File: src/rtl/impact_macro_seq.sv
// IMPACT macro access sequencer: byte-wide pad bus to N_PROJ SRAM/IMC macros.
// Ports:
//   clk, rst (async, active-low)
//   Data_In/Byte_Select/Data_In_Enable : staging word byte loader
//   Proj_Select, WriteEnable, ReadEnable, Byte_Mode_Enable, Trunc_Enable : command
//   Busy, Data_Out, Out_Valid : status / readback
//   Mac_PreCharge/WL_En/WE/RE, Mac_Din, Mac_Dout : macro side
module impact_macro_seq #(
    parameter int WORD_W    = 32,
    parameter int BYTE_W    = 8,
    parameter int N_PROJ    = 4,
    parameter int PRE_CYC   = 2,
    parameter int WL_CYC    = 1,
    parameter int SENSE_CYC = 2,
    localparam int NB   = WORD_W / BYTE_W,
    localparam int BS_W = (NB > 1) ? $clog2(NB) : 1,
    localparam int PS_W = $clog2(N_PROJ)
) (
    input  logic                     clk,
    input  logic                     rst,
    input  logic [BYTE_W-1:0]        Data_In,
    input  logic [BS_W-1:0]          Byte_Select,
    input  logic [PS_W-1:0]          Proj_Select,
    input  logic                     Data_In_Enable,
    input  logic                     WriteEnable,
    input  logic                     ReadEnable,
    input  logic                     Byte_Mode_Enable,
    input  logic                     Trunc_Enable,
    output logic                     Busy,
    output logic [BYTE_W-1:0]        Data_Out,
    output logic                     Out_Valid,
    output logic [N_PROJ-1:0]        Mac_PreCharge,
    output logic [N_PROJ-1:0]        Mac_WL_En,
    output logic [N_PROJ-1:0]        Mac_WE,
    output logic [N_PROJ-1:0]        Mac_RE,
    output logic [WORD_W-1:0]        Mac_Din,
    input  logic [N_PROJ*WORD_W-1:0] Mac_Dout
);

    localparam int MAXC0 = (PRE_CYC > WL_CYC) ? PRE_CYC : WL_CYC;
    localparam int MAXC  = (MAXC0 > SENSE_CYC) ? MAXC0 : SENSE_CYC;
    localparam int CW    = $clog2(MAXC + 1);

    localparam logic [CW-1:0]   PRE_LAST = CW'(PRE_CYC - 1);
    localparam logic [CW-1:0]   WL_LAST  = CW'(WL_CYC - 1);
    localparam logic [CW-1:0]   SNS_LAST = CW'(SENSE_CYC - 1);
    localparam logic [BS_W-1:0] NB_LAST  = BS_W'(NB - 1);

    typedef enum logic [2:0] {
        S_IDLE,
        S_PRE,
        S_WL,
        S_SENSE,
        S_OUT
    } state_t;

    state_t              state_q, state_d;
    logic [CW-1:0]       cnt_q, cnt_d;
    logic [PS_W-1:0]     proj_q, proj_d;
    logic                rd_q, rd_d;
    logic [WORD_W-1:0]   stage_q, stage_d;
    logic [WORD_W-1:0]   word_q, word_d;
    logic [WORD_W-1:0]   res_q, res_d;
    logic [BYTE_W-1:0]   dout_q, dout_d;
    logic                oval_q, oval_d;
    logic [BS_W-1:0]     lane_q, lane_d;
    logic                bmode_q, bmode_d;
    logic                wep_q, wep_d;
    logic                rep_q, rep_d;

    logic                we_edge, re_edge;
    logic [N_PROJ-1:0]   sel_oh;
    logic [WORD_W-1:0]   mac_word;

    function automatic logic [BYTE_W-1:0] lane_of(
        input logic [WORD_W-1:0] w,
        input logic [BS_W-1:0]   i
    );
        lane_of = w[i*BYTE_W +: BYTE_W];
    endfunction

    function automatic logic [WORD_W-1:0] trunc_word(
        input logic [WORD_W-1:0] w,
        input logic              en,
        input logic [BS_W-1:0]   sel
    );
        logic [WORD_W-1:0] r;
        r = w;
        for (int l = 0; l < NB; l++) begin
            if (en && (l > int'(sel))) r[l*BYTE_W +: BYTE_W] = '0;
        end
        trunc_word = r;
    endfunction

    assign we_edge  = WriteEnable & ~wep_q;
    assign re_edge  = ReadEnable & ~rep_q;
    assign sel_oh   = N_PROJ'(1) << proj_q;
    assign mac_word = Mac_Dout[proj_q*WORD_W +: WORD_W];

    always_ff @(posedge clk or negedge rst) begin
        if (!rst) begin
            state_q <= S_IDLE;
            cnt_q   <= '0;
            proj_q  <= '0;
            rd_q    <= 1'b0;
            stage_q <= '0;
            word_q  <= '0;
            res_q   <= '0;
            dout_q  <= '0;
            oval_q  <= 1'b0;
            lane_q  <= '0;
            bmode_q <= 1'b0;
            wep_q   <= 1'b0;
            rep_q   <= 1'b0;
        end else begin
            state_q <= state_d;
            cnt_q   <= cnt_d;
            proj_q  <= proj_d;
            rd_q    <= rd_d;
            stage_q <= stage_d;
            word_q  <= word_d;
            res_q   <= res_d;
            dout_q  <= dout_d;
            oval_q  <= oval_d;
            lane_q  <= lane_d;
            bmode_q <= bmode_d;
            wep_q   <= wep_d;
            rep_q   <= rep_d;
        end
    end

    always_comb begin
        state_d = state_q;
        cnt_d   = cnt_q;
        proj_d  = proj_q;
        rd_d    = rd_q;
        stage_d = stage_q;
        word_d  = word_q;
        res_d   = res_q;
        dout_d  = dout_q;
        oval_d  = oval_q;
        lane_d  = lane_q;
        bmode_d = bmode_q;
        wep_d   = WriteEnable;
        rep_d   = ReadEnable;

        if (Data_In_Enable) stage_d[Byte_Select*BYTE_W +: BYTE_W] = Data_In;

        // After a byte-mode read the output keeps following Byte_Select
        // over the held result until another read is accepted.
        if (bmode_q) dout_d = lane_of(res_q, Byte_Select);

        Mac_PreCharge = '0;
        Mac_WL_En     = '0;
        Mac_WE        = '0;
        Mac_RE        = '0;

        case (state_q)
            S_IDLE: begin
                // Accept uses the staging word as it stood before this
                // cycle's byte load.
                if (we_edge || re_edge) begin
                    state_d = S_PRE;
                    cnt_d   = '0;
                    proj_d  = Proj_Select;
                    rd_d    = ~we_edge;
                    word_d  = trunc_word(stage_q, Trunc_Enable, Byte_Select);
                    if (!we_edge) bmode_d = 1'b0;
                end
            end
            S_PRE: begin
                Mac_PreCharge = sel_oh;
                if (cnt_q == PRE_LAST) begin
                    state_d = S_WL;
                    cnt_d   = '0;
                end else begin
                    cnt_d = cnt_q + 1'b1;
                end
            end
            S_WL: begin
                Mac_WL_En = sel_oh;
                if (!rd_q) Mac_WE = sel_oh;
                if (cnt_q == WL_LAST) begin
                    state_d = rd_q ? S_SENSE : S_IDLE;
                    cnt_d   = '0;
                end else begin
                    cnt_d = cnt_q + 1'b1;
                end
            end
            S_SENSE: begin
                Mac_RE = sel_oh;
                if (cnt_q == SNS_LAST) begin
                    // Preload the first output byte so Out_Valid rises
                    // on the cycle right after sensing.
                    state_d = S_OUT;
                    cnt_d   = '0;
                    res_d   = mac_word;
                    oval_d  = 1'b1;
                    lane_d  = '0;
                    dout_d  = lane_of(mac_word,
                                      Byte_Mode_Enable ? Byte_Select : '0);
                end else begin
                    cnt_d = cnt_q + 1'b1;
                end
            end
            S_OUT: begin
                if (Byte_Mode_Enable) begin
                    state_d = S_IDLE;
                    oval_d  = 1'b0;
                    bmode_d = 1'b1;
                    dout_d  = lane_of(res_q, Byte_Select);
                end else if (lane_q == NB_LAST) begin
                    state_d = S_IDLE;
                    oval_d  = 1'b0;
                end else begin
                    lane_d = lane_q + 1'b1;
                    dout_d = lane_of(res_q, lane_q + 1'b1);
                end
            end
            default: begin
                state_d = S_IDLE;
            end
        endcase
    end

    assign Busy      = (state_q != S_IDLE);
    assign Data_Out  = dout_q;
    assign Out_Valid = oval_q;
    assign Mac_Din   = word_q;

endmodule

File: config.mk
export PLATFORM = sky130hd
export DESIGN_NAME = impact_macro_seq
export DESIGN_NICKNAME = d
export VERILOG_FILES = /design/src/rtl/impact_macro_seq.sv
export SDC_FILE = /design/constraint.sdc
export NUM_CORES = 1
export LEC_CHECK = 0
export ABC_AREA = 0
export BUFFER_PORTS_ARGS = -buffer_cell sky130_fd_sc_hd__buf_2
export CAP_MARGIN = 20
export CORE_UTILIZATION = 47
export CTS_CLUSTER_SIZE = 16
export DETAILED_ROUTE_END_ITERATION = 10
export PLACE_DENSITY = 0.79
export SLEW_MARGIN = 30
export SYNTH_ARGS = -nofsm -noshare
export SYNTH_HDL_FRONTEND = slang
export SYNTH_SLANG_ARGS = --single-unit
File: constraint.sdc
create_clock -name clk -period 2.25 [get_ports clk]
set_clock_uncertainty 0.15 [all_clocks]
set_input_delay 0.45 -clock clk [delete_from_list [all_inputs] [get_ports clk]]
set_output_delay 0.45 -clock clk [all_outputs]
set_load 0.01 [all_outputs]
==> reports/metrics.csv, run 1 <==
stage,metric,value,unit
drt,vias,6369,
drt,viasPerCell,5.70,
timing,fmax,450,MHz
final_layout,syn2layout_area_growth,33.2,%
critical_path,required,1.65,ns
final_layout,fin_util,65.1,%
timing,hold_violations,0,
clocking,clock-root-buffer,clkbuf_16,
floorplanning,rows,43,
floorplanning,fp.coreArea,0.0141,mm^2
synth,ys_seq_area_share,42.8,%
floorplanning,io_pins,205,
placed_design,dpl.hpwl,14.8,mm
synth,synthCells,686,
min_path,hold_path.class,primary input to flop,
grt,antenna_found_initial,0,
final_layout,final.fill_count,1149,
flow_run,drv_cap,0,
timing,timing.final.crit_share,98.7,%
timing,setup_viol,0,
final_layout,finalNetCount,1082,
grt,track_usage,27.3,%
grt,grt-ovfl-total,0,
grt,grt_max_degree,65,
timing,slew_headroom,51.7,%
critical_path,worstPathMaxFanout,4,
critical_path,r2r_end,Data_Out[1]$_DFF_PN0_,
synth,synth_area,0.00689,mm^2
critical_path,worstPathArrival,1.62,ns
synth,yosysUniqueCellTypes,47,
drt,dr.first_iter.drc_count,417,
drt,routedWlPerCell,17.9,um
power_and_ir_drop,power_density,1230,mW/mm^2
timing,worstMarginPinSlew,0.722,ns
synth,ys.flop_type,dfrtp_1,
critical_path,crit_type,flop to primary output,
grt,grt_pass1_vias,6179,
timing,period_minus_slack,2.22,ns
power_and_ir_drop,p_leak,0.00455,uW
critical_path,start_kind,flop,
placed_design,port_buffers,204,
grt,grt_pass1_wl,30.8,mm
min_path,worstHoldEndpoint,proj_q[0]$_DFFE_PN0P_,
synth,yosys_warnings,0,
min_path,whs_path_depth,2,
final_layout,layout.cells.most_common_list,"buf_2 (203), dfrtp_1 (115), nand2_1 (98)",
critical_path,cp_cell_sequence,buf_6 > nor2_4 > nand2_2 > or2_4 > nor3_2 > buf_2,
critical_path,reg2reg_from,lane_q[1]$_DFFE_PN0P_,
timing,rsz0062_at_grt,true,
clocking,numCtsBuffers,17,
critical_path,rrSetupSlack,0.04,ns
drt,wirelength,20.0,mm
drt,antenna_left,0,
final_layout,mostFrequentLayoutCell,buf_2,
drt,drc,0,
floorplanning,die_w,123,um
synth,ys_seq_elements,118,
critical_path,cp_top_family,simple AND/OR/NAND/NOR gates,
timing,whs,0.115,ns
critical_path,cpMaxStageDelayCell,dfrtp_1,
critical_path,crit_path_max_incr_delay,0.39,ns
floorplanning,fp.dieH,123,um
synth,async_flop_share,100,%
final_layout,drive_above_1_share,42.9,%
clocking,clkSlewWorstSetupHoldPaths,0.05,ns
floorplanning,initial_core_util,48.9,%
clocking,cts_sinks,118,
synth,synth_edf_count,0,
clocking,clockBufferDepth,2,
clocking,cts_tree,built,
synth,syn_area_per_cell,10.0,um^2
final_layout,antennaDiodeCount,0,
timing,slew_viol_final,0,
clocking,worstSkewPairLatency,0.42,ns
synth,syn_nets,844,
critical_path,critical_path_cell_count,6,
placed_design,routabilityCongestion,0.895,
power_and_ir_drop,ir_drop,0.000633,V
critical_path,worst-path-buf-inv,2,
min_path,min-delay-start,Proj_Select[0],
drt,firstDrtPassIters,5,
critical_path,cp-end-kind,primary output,
outcome,outcome,completed,
clocking,htreeDepth,4,
floorplanning,die_area,0.0152,mm^2
critical_path,r2r_cells,6,
## power breakdown
group,switching (uW),internal (uW)
logic,2580,2480
registers,594,2770
clock network,961,1910
total,4140,7160
## registers in the layout, summed over array words and instances, names as in the netlist, 2 cells and up
| name | cells |
|---|---|
| state_q | 3 |
| stage_q | 32 |
| res_q | 32 |
| Data_Out | 8 |
| Mac_Din | 32 |
| cnt_q | 2 |
| proj_q | 2 |
| lane_q | 2 |
## worst reg2reg max path: cells and delay by family (launching register included)
family / cells / cell delay (ns)
muxes: 1 / 0.48
DFF: 1 / 0.41
and+or+nand+nor: 1 / 0.36
adders and majority gates: 1 / 0.30
AOI/OAI and AO/OA: 2 / 0.29
buffers and inverters: 1 / 0.10
## cells by family (layout without fill, tap and decap cells)
logic type / after synthesis / in the layout / synth area share (%)
AND/OR/NAND/NOR: 200 / 200 / 13.3
AO/OA/AOI/OAI: 182 / 182 / 17.7
multiplexers: 121 / 121 / 20.5
flip-flops: 118 / 118 / 42.8
buffers and inverters: 54 / 305 / 3.59
adder cells (fa/ha/maj): 11 / 11 / 2.00
## layer usage
metal / GRT usage, % / part of all wire, % / up-vias
met5: 0 / 0 / -
met4: 18.0 / 5.5 / 0
met3: 5.72 / 6.6 / 75
met2: 46.5 / 49 / 317
met1: 31.1 / 39 / 2987
li1: - / - / 2990
## repair_timing
action | CTS | global route
setup buffers | 4 | 0
hold endpoints to repair | 20 | 0
hold buffers | 3 | 0
cloned | 0 | 0
resized for setup | 10 | 16
pin swaps | 7 | 12
endpoints found under the setup margin | 19 | 21
## final cells by class
| class | instances | area [um^2] | share of cell area [%] |
|---|---|---|---|
| Sequential cell | 118 | 2960 | 32.2 |
| Clock inverter | 12 | 176 | 1.92 |
| Multi-Input combinational cell | 514 | 3780 | 41.2 |
| Tap cell | 180 | 225 | 2.45 |
| Inverter | 10 | 37.5 | 0.409 |
| Timing Repair Buffer | 263 | 1540 | 16.8 |
| Clock buffer | 20 | 457 | 4.97 |
## metrics by stage
| step | setup slack, ns | total power (uW) | TNS (ns) | area (um^2) | cells |
|---|---|---|---|---|---|
| floorplan | 0.0567 | 6510 | 0 | 6900 | 686 |
| global placement | -0.000968 | 7980 | -0.000968 | 8390 | 1078 |
| detailed placement | -0.0534 | 8130 | -0.158 | 8390 | 1078 |
| CTS | 0.00414 | 11200 | 0 | 9130 | 1117 |
| global route | -0.0503 | 11900 | -0.275 | 9180 | 1117 |
| finish | 0.0301 | 11300 | 0 | 9180 | 1117 |
## Yosys cell counts (all sizes together), types with 2 or more instances
cell    count  share of area [%]
a211oi      2               0.22
a21o        3               0.34
a21oi      21                1.5
a221o       8                1.2
a221oi      7               0.89
a22o       39                5.0
a22oi       7                1.1
a31oi       2               0.18
and2        2               0.18
and3        2               0.18
buf        26                2.1
clkbuf     18               0.98
dfrtp     118                 43
ha         11                2.0
inv        10               0.54
mux2       69                 12
mux2i      44                6.4
mux4        8                2.6
nand2      99                5.4
nand2b      6               0.54
nand3       5               0.36
nor2       41                2.2
nor2b      12                1.1
nor3       13               0.94
nor4b       3               0.65
o21ai      72                5.2
o22ai      16                1.5
or3        11                1.0
or3b        2               0.25
## worst max path at each step
stage	slack, ns	endpoint	startpoint
CTS	0.004	Data_Out[5]$_DFF_PN0_	lane_q[1]$_DFFE_PN0P_
detailed placement	-0.05	Data_Out[3]$_DFF_PN0_	lane_q[1]$_DFFE_PN0P_
finish	0.03	Mac_WE[0]	state_q[0]$_DFFE_PN0P_
global placement	-0.001	Data_Out[4]$_DFF_PN0_	lane_q[0]$_DFFE_PN0P_
global route	-0.05	Data_Out[0]$_DFF_PN0_	lane_q[0]$_DFFE_PN0P_
floorplan	0.06	Data_Out[0]$_DFF_PN0_	lane_q[0]$_DFFE_PN0P_
Power figures use the tool's default switching activity.
==> run 2: changes to the inputs <==
--- a/config.mk
+++ b/config.mk
@@ -8,6 +8,7 @@
 export ABC_AREA = 0
 export BUFFER_PORTS_ARGS = -buffer_cell sky130_fd_sc_hd__buf_2
 export CAP_MARGIN = 20
+export CORE_ASPECT_RATIO = 0.9
 export CORE_UTILIZATION = 47
 export CTS_CLUSTER_SIZE = 16
 export DETAILED_ROUTE_END_ITERATION = 10
==> reports/metrics.csv, run 2 (same netlist as run 1, synthesis figures left out) <==
stage,metric,value,unit,change
floorplanning,rows,41,,-4.7%
critical_path,cp-end-kind,flop,,
outcome,outcome,"finished, violations left",,
final_layout,seq_area,0.00296,mm^2,about the same
grt,track_usage,27.1,%,-0.26 points
clocking,clockBufferDepth,2,,unchanged
final_layout,layout.cells.most_common_list,"buf_2 (203), dfrtp_1 (113), nand2_1 (99)",,
drt,firstDrtPassIters,5,,unchanged
timing,rsz0062_at_grt,true,,
timing,period_minus_slack,2.29,ns,+0.0684 ns
placed_design,dp.cells,1089,,+1.0%
timing,fmax,437,MHz,-3.0%
placed_design,post_dp_cell_area,0.00841,mm^2,+0.31%
power_and_ir_drop,ir_drop,0.000626,V,-1.2%
flow_run,drv_cap,0,,unchanged
outcome,violations,setup timing,,
grt,antenna_found_initial,1,,+1
clocking,worstSkewPairLatency,0.41,ns,about the same
clocking,numCtsBuffers,17,,unchanged
final_layout,syn2layout_area_growth,33.2,%,about the same
floorplanning,fp.coreArea,0.0142,mm^2,+0.44%
critical_path,cp_cell_sequence,ha_4 > buf_6 > mux4_2 > a22oi_2 > o21ai_1 > or3_1,,
drt,routedWlPerCell,17.8,um,-0.40%
min_path,hold_path.class,primary input to flop,,
timing,setup_viol,2,,+2
final_layout,fin_util,64.9,%,-0.27 points
placed_design,port_buffers,204,,unchanged
clocking,cts_tree,built,,
critical_path,crit_type,flop to flop,,
grt,grt_pass1_wl,30.8,mm,unchanged
drt,antenna_left,0,,unchanged
critical_path,start_kind,flop,,
timing,slew_viol_final,0,,unchanged
critical_path,required,2.38,ns,+0.73 ns
drt,vias,6332,,-0.58%
timing,slew_headroom,56.8,%,+5.1 points
final_layout,final_area,0.00918,mm^2,about the same
placed_design,routabilityCongestion,0.887,,-0.87%
final_layout,finalNetCount,1085,,+0.28%
power_and_ir_drop,power_density,1220,mW/mm^2,-0.98%
grt,grt_max_degree,58,,-11%
drt,drc,0,,unchanged
clocking,htreeDepth,4,,unchanged
timing,hold_violations,0,,unchanged
final_layout,final.fill_count,1101,,-4.2%
floorplanning,io_pins,205,,unchanged
placed_design,dpl.hpwl,14.8,mm,-0.25%
timing,timing.final.crit_share,102,%,+3.0 points
critical_path,cp_top_family,multiplexers,,
timing,postLayoutSetupSlackWorst,-0.0383,ns,-0.0684 ns
drt,viasPerCell,5.59,,-2.0%
clocking,clkSlewWorstSetupHoldPaths,0.06,ns,about the same
floorplanning,die_area,0.0152,mm^2,about the same
floorplanning,die_w,130,um,+5.3%
floorplanning,fp.dieH,117,um,-5.0%
final_layout,drive_above_1_share,43.1,%,+0.18 points
critical_path,worstPathArrival,2.42,ns,+0.80 ns
grt,grt-ovfl-total,0,,unchanged
critical_path,cpMaxStageDelayCell,mux4_2,,
clocking,cts_sinks,118,,unchanged
final_layout,multi_input_area,0.00377,mm^2,-0.23%
critical_path,worstPathMaxFanout,3,,-1
timing,worstMarginPinSlew,0.646,ns,-0.0765 ns
drt,wirelength,20.2,mm,+1.0%
critical_path,worst-path-buf-inv,1,,-1
power_and_ir_drop,p_leak,0.00453,uW,-0.32%
final_layout,mostFrequentLayoutCell,buf_2,,
critical_path,crit_path_max_incr_delay,0.50,ns,+0.11 ns
drt,dr.first_iter.drc_count,411,,-1.4%
clocking,clock-root-buffer,clkbuf_16,,
final_layout,antennaDiodeCount,0,,unchanged
final_layout,instances_no_fill,1133,,+1.4%
floorplanning,initial_core_util,48.7,%,-0.22 points
grt,grt_pass1_vias,5849,,-5.3%
[run 2: cell count changes in the layout (fill, tap and decap cells not counted), sizes merged]
cell and change:
inv +6, buf +3, bufinv -3, clkbuf -3, clkinv -1, clkinvlp +1
[run 2: final timing paths]
path                                         start                      end  slack [ns]  cells past startpoint
hold reg to reg            Mac_Din[30]$_DFFE_PN0P_  Mac_Din[30]$_DFFE_PN0P_        0.32                      2
setup reg to reg             lane_q[1]$_DFFE_PN0P_    Data_Out[0]$_DFF_PN0_       -0.04                      6
min in group asynchronous                      rst  Mac_Din[12]$_DFFE_PN0P_        0.33                      2
setup / recovery             lane_q[1]$_DFFE_PN0P_    Data_Out[0]$_DFF_PN0_       -0.04                      6
hold / removal                      Proj_Select[0]    proj_q[0]$_DFFE_PN0P_        0.13                      2
max in group asynchronous                      rst   stage_q[1]$_DFFE_PN0P_        0.94                      4
[run 2: per-layer routing]
layer	GRT usage, %	part of all wire [%]
met5	0	0
met4	9.92	2.5
met3	5.82	6.9
met2	46.1	49
met1	34.1	42
[run 2: report_power, final]
group          internal, uW  switching (uW)
Clock                  1540            1050
Sequential             2770             532
Combinational          2610            2690
Total                  6920            4270
[run 2: through the flow]
step                      power (uW)  worst slack, ns  setup TNS (ns)  hold slack [ns]
after global routing           11900          -0.0769          -0.364            0.118
after global placement          8080          0.00905               0            0.216
after floorplan                 6510           0.0567               0          0.00441
final                          11200          -0.0383         -0.0758            0.125
after CTS                      11000          -0.0259         -0.0993            0.116
after detailed placement        8190          -0.0604          -0.120            0.220
[run 2: timing repair]
item / in CTS / in global routing
pin swaps: 6 / 10
setup buffers: 6 / 3
setup endpoints to repair: 24 / 21
hold buffers: 3 / 0
endpoints found under the hold margin: 22 / 0
resized for setup: 13 / 12
[run 2: layout make-up]
| cell class | count | share of cell area [%] |
|---|---|---|
| clock inverters | 15 | 1.57 |
| inverters | 10 | 0.409 |
| repair buffers | 266 | 17.4 |
| flip-flops and latches | 118 | 32.3 |
| well taps | 193 | 2.63 |
| multi-input cells | 514 | 41.1 |
| clock buffers | 17 | 4.63 |
